$ cat src/rtl/grain_inject_if.sv
// Pixel stream bundle for grain_inject: input (s_*) and output (m_*) handshakes.
interface grain_inject_if #(
  parameter int CHANNEL_W = 8
);
  logic                     s_valid_in;
  logic                     s_ready_out;
  logic [3*CHANNEL_W-1:0]   s_data_in;
  logic                     s_last_in;
  logic                     m_valid_out;
  logic                     m_ready_in;
  logic [3*CHANNEL_W-1:0]   m_data_out;
  logic                     m_last_out;

  modport slave (
    input  s_valid_in, s_data_in, s_last_in, m_ready_in,
    output s_ready_out, m_valid_out, m_data_out, m_last_out
  );

  modport master (
    output s_valid_in, s_data_in, s_last_in, m_ready_in,
    input  s_ready_out, m_valid_out, m_data_out, m_last_out
  );
endinterface

$ cat src/rtl/grain_inject.sv
// Film-grain injector: adds scaled pseudo-random noise to each RGB channel,
// clamps to the channel range and counts pixels that clipped.
// Two-stage pipeline: S1 captures pixel + scaled noise, S2 holds the result.
module grain_inject #(
  parameter int CHANNEL_W = 8
) (
  input  logic        clk_in,
  input  logic        rst_in,
  input  logic [15:0] rand_in,
  input  logic        enable_in,
  input  logic        chroma_in,
  input  logic [3:0]  strength_in,
  input  logic        clear_in,
  output logic [15:0] sat_count_out,
  grain_inject_if.slave bus
);

  localparam int PIX_W = 3*CHANNEL_W;
  localparam int SUM_W = (CHANNEL_W + 2 > 13) ? CHANNEL_W + 2 : 13;
  localparam logic signed [SUM_W-1:0] CH_MAX = SUM_W'((1 << CHANNEL_W) - 1);

  // noise byte (signed) times strength, arithmetic shift floors toward -inf
  function automatic logic signed [11:0] scale_noise(input logic [7:0] b, input logic [3:0] s);
    logic signed [12:0] prod;
    logic signed [12:0] shr;
    prod = $signed(b) * $signed({1'b0, s});
    shr  = prod >>> 3;
    return shr[11:0];
  endfunction

  // returns {clipped, clamped channel}; sum is wide enough to never overflow
  function automatic logic [CHANNEL_W:0] add_clamp(input logic [CHANNEL_W-1:0] ch,
                                                   input logic signed [11:0] n);
    logic signed [SUM_W-1:0] sum;
    sum = $signed({{(SUM_W-CHANNEL_W){1'b0}}, ch}) + $signed({{(SUM_W-12){n[11]}}, n});
    if (sum[SUM_W-1])       return {1'b1, {CHANNEL_W{1'b0}}};
    else if (sum > CH_MAX)  return {1'b1, {CHANNEL_W{1'b1}}};
    else                    return {1'b0, sum[CHANNEL_W-1:0]};
  endfunction

  logic                    r_v1, r_v2;
  logic [PIX_W-1:0]        r_data1, r_data2;
  logic                    r_last1, r_last2;
  logic                    r_clip2;
  logic signed [11:0]      r_noise_r1, r_noise_g1, r_noise_b1;
  logic                    r_enable, r_chroma;
  logic [3:0]              r_strength;
  logic                    r_line_start;
  logic [15:0]             r_sat;

  logic                    w_s2_can, w_s1_can, w_accept, w_consume;
  logic                    w_en_eff, w_chroma_eff;
  logic [3:0]              w_str_eff;
  logic [7:0]              w_byte_r, w_byte_g, w_byte_b;
  logic [CHANNEL_W:0]      w_res_r, w_res_g, w_res_b;
  logic                    w_clip_take;

  assign w_consume  = r_v2 & bus.m_ready_in;
  assign w_s2_can   = ~r_v2 | bus.m_ready_in;
  assign w_s1_can   = ~r_v1 | w_s2_can;
  assign w_accept   = bus.s_valid_in & w_s1_can;

  // first beat of a line uses the live inputs, the rest of the line the latched copy
  assign w_en_eff     = r_line_start ? enable_in   : r_enable;
  assign w_chroma_eff = r_line_start ? chroma_in   : r_chroma;
  assign w_str_eff    = w_en_eff ? (r_line_start ? strength_in : r_strength) : 4'd0;

  assign w_byte_r = rand_in[7:0];
  assign w_byte_g = w_chroma_eff ? rand_in[15:8] : rand_in[7:0];
  assign w_byte_b = w_chroma_eff ? rand_in[11:4] : rand_in[7:0];

  assign w_res_r = add_clamp(r_data1[PIX_W-1 -: CHANNEL_W],     r_noise_r1);
  assign w_res_g = add_clamp(r_data1[2*CHANNEL_W-1 -: CHANNEL_W], r_noise_g1);
  assign w_res_b = add_clamp(r_data1[CHANNEL_W-1:0],             r_noise_b1);

  assign w_clip_take = w_consume & r_clip2;

  assign bus.s_ready_out = w_s1_can;
  assign bus.m_valid_out = r_v2;
  assign bus.m_data_out  = r_data2;
  assign bus.m_last_out  = r_last2;
  assign sat_count_out   = r_sat;

  // latch line settings on the first accepted beat of each line
  always_ff @(posedge clk_in or posedge rst_in) begin
    if (rst_in) begin
      r_enable     <= 1'b0;
      r_chroma     <= 1'b0;
      r_strength   <= 4'd0;
      r_line_start <= 1'b1;
    end else if (w_accept) begin
      if (r_line_start) begin
        r_enable   <= enable_in;
        r_chroma   <= chroma_in;
        r_strength <= strength_in;
      end
      r_line_start <= bus.s_last_in;
    end
  end

  // S1: capture pixel, last flag and scaled noise for each channel
  always_ff @(posedge clk_in or posedge rst_in) begin
    if (rst_in) begin
      r_v1       <= 1'b0;
      r_data1    <= '0;
      r_last1    <= 1'b0;
      r_noise_r1 <= '0;
      r_noise_g1 <= '0;
      r_noise_b1 <= '0;
    end else if (w_s1_can) begin
      r_v1 <= w_accept;
      if (w_accept) begin
        r_data1    <= bus.s_data_in;
        r_last1    <= bus.s_last_in;
        r_noise_r1 <= scale_noise(w_byte_r, w_str_eff);
        r_noise_g1 <= scale_noise(w_byte_g, w_str_eff);
        r_noise_b1 <= scale_noise(w_byte_b, w_str_eff);
      end
    end
  end

  // S2: clamped result, held while the consumer stalls
  always_ff @(posedge clk_in or posedge rst_in) begin
    if (rst_in) begin
      r_v2    <= 1'b0;
      r_data2 <= '0;
      r_last2 <= 1'b0;
      r_clip2 <= 1'b0;
    end else if (w_s2_can) begin
      r_v2 <= r_v1;
      if (r_v1) begin
        r_data2 <= {w_res_r[CHANNEL_W-1:0], w_res_g[CHANNEL_W-1:0], w_res_b[CHANNEL_W-1:0]};
        r_last2 <= r_last1;
        r_clip2 <= w_res_r[CHANNEL_W] | w_res_g[CHANNEL_W] | w_res_b[CHANNEL_W];
      end
    end
  end

  // saturating count of consumed clipped beats; clear still counts a same-cycle clip
  always_ff @(posedge clk_in or posedge rst_in) begin
    if (rst_in)
      r_sat <= 16'd0;
    else if (clear_in)
      r_sat <= w_clip_take ? 16'd1 : 16'd0;
    else if (w_clip_take && (r_sat != 16'hFFFF))
      r_sat <= r_sat + 16'd1;
  end

endmodule

$ cat src/flat_wrapper.sv
// flat-port wrapper written by rule: the top's interface ports become plain ports
module grain_inject_flat 
#(
  parameter int CHANNEL_W = 8
)
  (clk_in, rst_in, rand_in, enable_in, chroma_in, strength_in, clear_in, sat_count_out, bus_s_valid_in, bus_s_data_in, bus_s_last_in, bus_m_ready_in, bus_s_ready_out, bus_m_valid_out, bus_m_data_out, bus_m_last_out);
  grain_inject_if #(.CHANNEL_W(CHANNEL_W)) bus_i ();
  input  logic clk_in;
  input  logic rst_in;
  input  logic [15:0] rand_in;
  input  logic enable_in;
  input  logic chroma_in;
  input  logic [3:0] strength_in;
  input  logic clear_in;
  output logic [15:0] sat_count_out;
  input wire logic [$bits(bus_i.s_valid_in)-1:0] bus_s_valid_in;
  input wire logic [$bits(bus_i.s_data_in)-1:0] bus_s_data_in;
  input wire logic [$bits(bus_i.s_last_in)-1:0] bus_s_last_in;
  input wire logic [$bits(bus_i.m_ready_in)-1:0] bus_m_ready_in;
  output wire logic [$bits(bus_i.s_ready_out)-1:0] bus_s_ready_out;
  output wire logic [$bits(bus_i.m_valid_out)-1:0] bus_m_valid_out;
  output wire logic [$bits(bus_i.m_data_out)-1:0] bus_m_data_out;
  output wire logic [$bits(bus_i.m_last_out)-1:0] bus_m_last_out;
  assign bus_i.s_valid_in = bus_s_valid_in;
  assign bus_i.s_data_in = bus_s_data_in;
  assign bus_i.s_last_in = bus_s_last_in;
  assign bus_i.m_ready_in = bus_m_ready_in;
  assign bus_s_ready_out = bus_i.s_ready_out;
  assign bus_m_valid_out = bus_i.m_valid_out;
  assign bus_m_data_out = bus_i.m_data_out;
  assign bus_m_last_out = bus_i.m_last_out;
  grain_inject #(.CHANNEL_W(CHANNEL_W)) u_core (.clk_in(clk_in), .rst_in(rst_in), .rand_in(rand_in), .enable_in(enable_in), .chroma_in(chroma_in), .strength_in(strength_in), .clear_in(clear_in), .sat_count_out(sat_count_out), .bus(bus_i));
endmodule
$ cat config.mk
export PLATFORM = sky130hd
export DESIGN_NAME = grain_inject_flat
export DESIGN_NICKNAME = d
export VERILOG_FILES = /design/src/rtl/grain_inject_if.sv /design/src/rtl/grain_inject.sv /design/src/flat_wrapper.sv
export SDC_FILE = /design/constraint.sdc
export NUM_CORES = 1
export LEC_CHECK = 0
export BUFFER_PORTS_ARGS = -buffer_cell sky130_fd_sc_hd__buf_2
export CAP_MARGIN = 20
export CORE_UTILIZATION = 42
export CTS_CLUSTER_DIAMETER = 80
export DETAILED_ROUTE_END_ITERATION = 12
export SLEW_MARGIN = 20
export SYNTH_ARGS = -nofsm -noshare
export SYNTH_HDL_FRONTEND = slang
export SYNTH_SLANG_ARGS = --single-unit
$ cat constraint.sdc
create_clock -name clk_in -period 5.2 [get_ports clk_in]
set_input_delay 0.52 -clock clk_in [delete_from_list [all_inputs] [get_ports clk_in]]
set_output_delay 0.52 -clock clk_in [all_outputs]
set_load 0.05 [all_outputs]
==> metrics.yaml <==
pwr:
  p_leak_uw: 0.00522
  powerDensity_mw_per_mm2: 448
  irDropWorstVdd_mv: 0.191
placed_design:
  placed_area_sq_mm: 0.00991
  hpwlAfterDp_mm: 15.5
  portBuffers: 94
  gp_congestion: 0.842
clock_tree:
  cts_resized: 0
  htreeDepth: 3
  clockBufferDepth: 2
  clkLatencyLatePin_ns: 0.34
  ctsRootBufferMaster: "clkbuf_16"
  clkTransAtPathRegs_ns: 0.08
  post_cts_buffers: 0
  ctsHoldBuffers: 0
  cts_buffers: 9
  cts_tree: "done"
  cts_sinks: 106
routing:
  drc: 0
  wirelength_mm: 19.5
  drt_pre_antenna_iters: 4
  wl_per_cell_um: 13.7
  ant_nets: 0
  dr_total_vias: 7147
  dr.first_iter.drc_count: 301
  via_per_inst: 5.02
global_route:
  track_usage: 0.187
  grt_max_degree: 64
  grt_first_pass_wirelength_mm: 33.6
  gr-total-overflow: 0
  antenna_found_initial: 0
  grt_pass1_vias: 6945
sta:
  rsz0062_at_grt: "no"
  clock_skew_ns: 0.0109
  slew_headroom: 0.478
  final_max_slew_viol_count: 0
  worstMarginPinSlew_ns: 0.781
  timing_hold_violations_final: 0
  fmax_mhz: 209
  fin_crit_sh: 0.919
  setup_viol_count_final: 0
  tns_ns: 0
  fin_crit_ns: 4.78
worst_setup_path:
  crit_cells: 17
  cp.arrival_ns: 4.99
  max_stage_delay_ns: 0.57
  crit_buf_inv: 2
  worstPathMaxFanout: 11
  critPathKind: "flop to flop"
  critPathLaunch: "u_core.r_line_start"
  r2r_slack_ns: 0.42
  endpoint: "u_core.r_noise_g1[9]"
  reg2reg_to: "u_core.r_noise_g1[9]"
  r2r-start: "u_core.r_line_start"
  r2r_cells: 17
  critPathMostFrequentCell: "o21ai_0"
  critPathTopFamily: "adder cells"
  crit_chain: "mux2_2, and2_1, a21oi_1, nor2_1, ha_1, inv_1, fa_1, fa_1, inv_1, ha_1, nor2b_1, o21ai_0, a21oi_1, o41ai_1, o21ai_0, xnor2_1, o21ai_0"
  crit_path_end_kind: "flop"
  cp-start-kind: "flop"
  required_ns: 5.41
  slowest_stage: "dfstp_2"
synthesis:
  synth_nets: 1254
  yosysMostFrequentCell: "nand2_1"
  synth_cells: 1057
  synthArstFlopShare: 1.00
  post-synth-top-area-cell: "dfrtp_1"
  yosys_warnings: 0
  synth_cell_types: 60
  yosysSeqAreaShare: 0.291
  synth.cell_area_sq_mm: 0.00913
  synth_common_cells: "168 x nand2_1, 121 x inv_1, 105 x dfrtp_1, 103 x nor2_1, 91 x ha_1"
  avgSynthCellArea_sq_um: 8.64
  synth_top_flop_cell: "dfrtp_1"
  synth_top_area_share: 0.288
  synth_edf_count: 0
  synth_area_leaders: "dfrtp_1 29%, ha_1 12%, fa_1 12%"
  ys_seq_elements: 106
min_path:
  worstHoldPathType: "input pin to async pin"
cells_and_area:
  syn_to_final_growth_pct: 11.6
  final_util: 0.482
  diodes: 0
  nets: 1340
  drive_above_1_share: 0.127
  finalInstanceArea_sq_mm: 0.0102
floorplanning:
  initial_core_util: 0.432
  coreArea_sq_mm: 0.0212
  die_y_um: 149
  num_rows: 53
  dieArea_sq_mm: 0.0223
  fp.dieW_um: 149
  boundaryPins: 95
status:
  status: "finished clean"
job:
  cap_violations: 0
==> cells in the final DEF, fill, tap and decap left out, types with 9 or more instances in the layout <==
master | Yosys | routed
o21ai_0 | 60 | 60
clkbuf_16 | 0 | 9
nand2b_1 | 10 | 10
nand3_1 | 18 | 18
nor2b_1 | 21 | 21
and3_1 | 9 | 9
dfrtp_1 | 105 | 105
a221o_1 | 16 | 16
mux2i_1 | 9 | 9
xor2_1 | 30 | 30
and2_1 | 17 | 17
xnor2_1 | 34 | 34
nor2_1 | 103 | 103
fa_1 | 54 | 54
a21oi_1 | 42 | 42
nand2_1 | 168 | 167
ha_1 | 91 | 91
o21ai_1 | 11 | 11
buf_4 | 0 | 9
buf_2 | 3 | 94
a21o_1 | 12 | 12
inv_1 | 121 | 120
==> metrics by stage <==
| stage | hold slack, ns | setup WS (ns) | instances | power (uW) |
|---|---|---|---|---|
| after global routing | 0.357 | 0.0858 | 1423 | 5000 |
| final | 0.310 | 0.421 | 1423 | 4570 |
| after detailed placement | 0.469 | 0.416 | 1407 | 3950 |
| after floorplan | 0.442 | 0.570 | 1057 | 3350 |
| after CTS | 0.341 | 0.399 | 1423 | 4620 |
| after global placement | 0.458 | 0.461 | 1407 | 3910 |
==> power by group <==
part	total [uW]	switching (uW)	leakage (uW)	internal, uW
clock network	648	319	0.000134	329
logic	2650	1640	0.00376	1010
registers	1260	190	0.00133	1070
total	4570	2150	0.00522	2410
==> routing by layer <==
metal,vias up,global-route usage,share of wire
li1,3685,-,-
met1,3348,0.277,0.52
met2,104,0.290,0.44
met3,10,0.0213,0.034
met4,0,0.0464,0.0096
met5,-,0,0
==> final cells by class <==
cell class	count	area [sq um]
timing repair buffer	103	538
sequential	106	2650
tap	275	344
clock inverter	7	53.8
inverter	121	457
fill	2102	11000
clock buffer	9	225
multi-input combinational	802	5920
==> flip-flops by register name (all words and copies together) (netlist names) <==
register	flops
u_core.bus.m_data_out	24
u_core.bus.m_last_out	1
u_core.bus.m_valid_out	1
u_core.r_chroma	1
u_core.r_clip2	1
u_core.r_data1	24
u_core.r_enable	1
u_core.r_last1	1
u_core.r_line_start	1
u_core.r_noise_b1	10
u_core.r_noise_g1	10
u_core.r_noise_r1	10
u_core.r_strength	4
u_core.r_v1	1
u_core.sat_count_out	16
==> worst min path at each step <==
stage	startpoint	to	depth (start not counted)
finish	rst_in	u_core.sat_count_out[12]	2
floorplan	u_core.r_last1	u_core.r_last1	2
global route	bus_s_data_in[19]	u_core.r_data1[19]	3
detailed placement	u_core.r_data1[16]	u_core.r_data1[16]	2
global placement	u_core.bus.m_data_out[18]	u_core.bus.m_data_out[18]	2
CTS	rst_in	u_core.sat_count_out[12]	2
==> kinds of logic (layout without fill, tap and decap cells) <==
kind of cell,after synthesis,count (layout),synth area share
buf+inv,149,240,0.0626
mux,18,18,0.0212
fa+ha+maj,145,145,0.243
compound gates,188,188,0.131
xor+xnor,64,64,0.0614
flops,106,106,0.291
simple gates,387,387,0.191
Power figures use the tool's default switching activity.
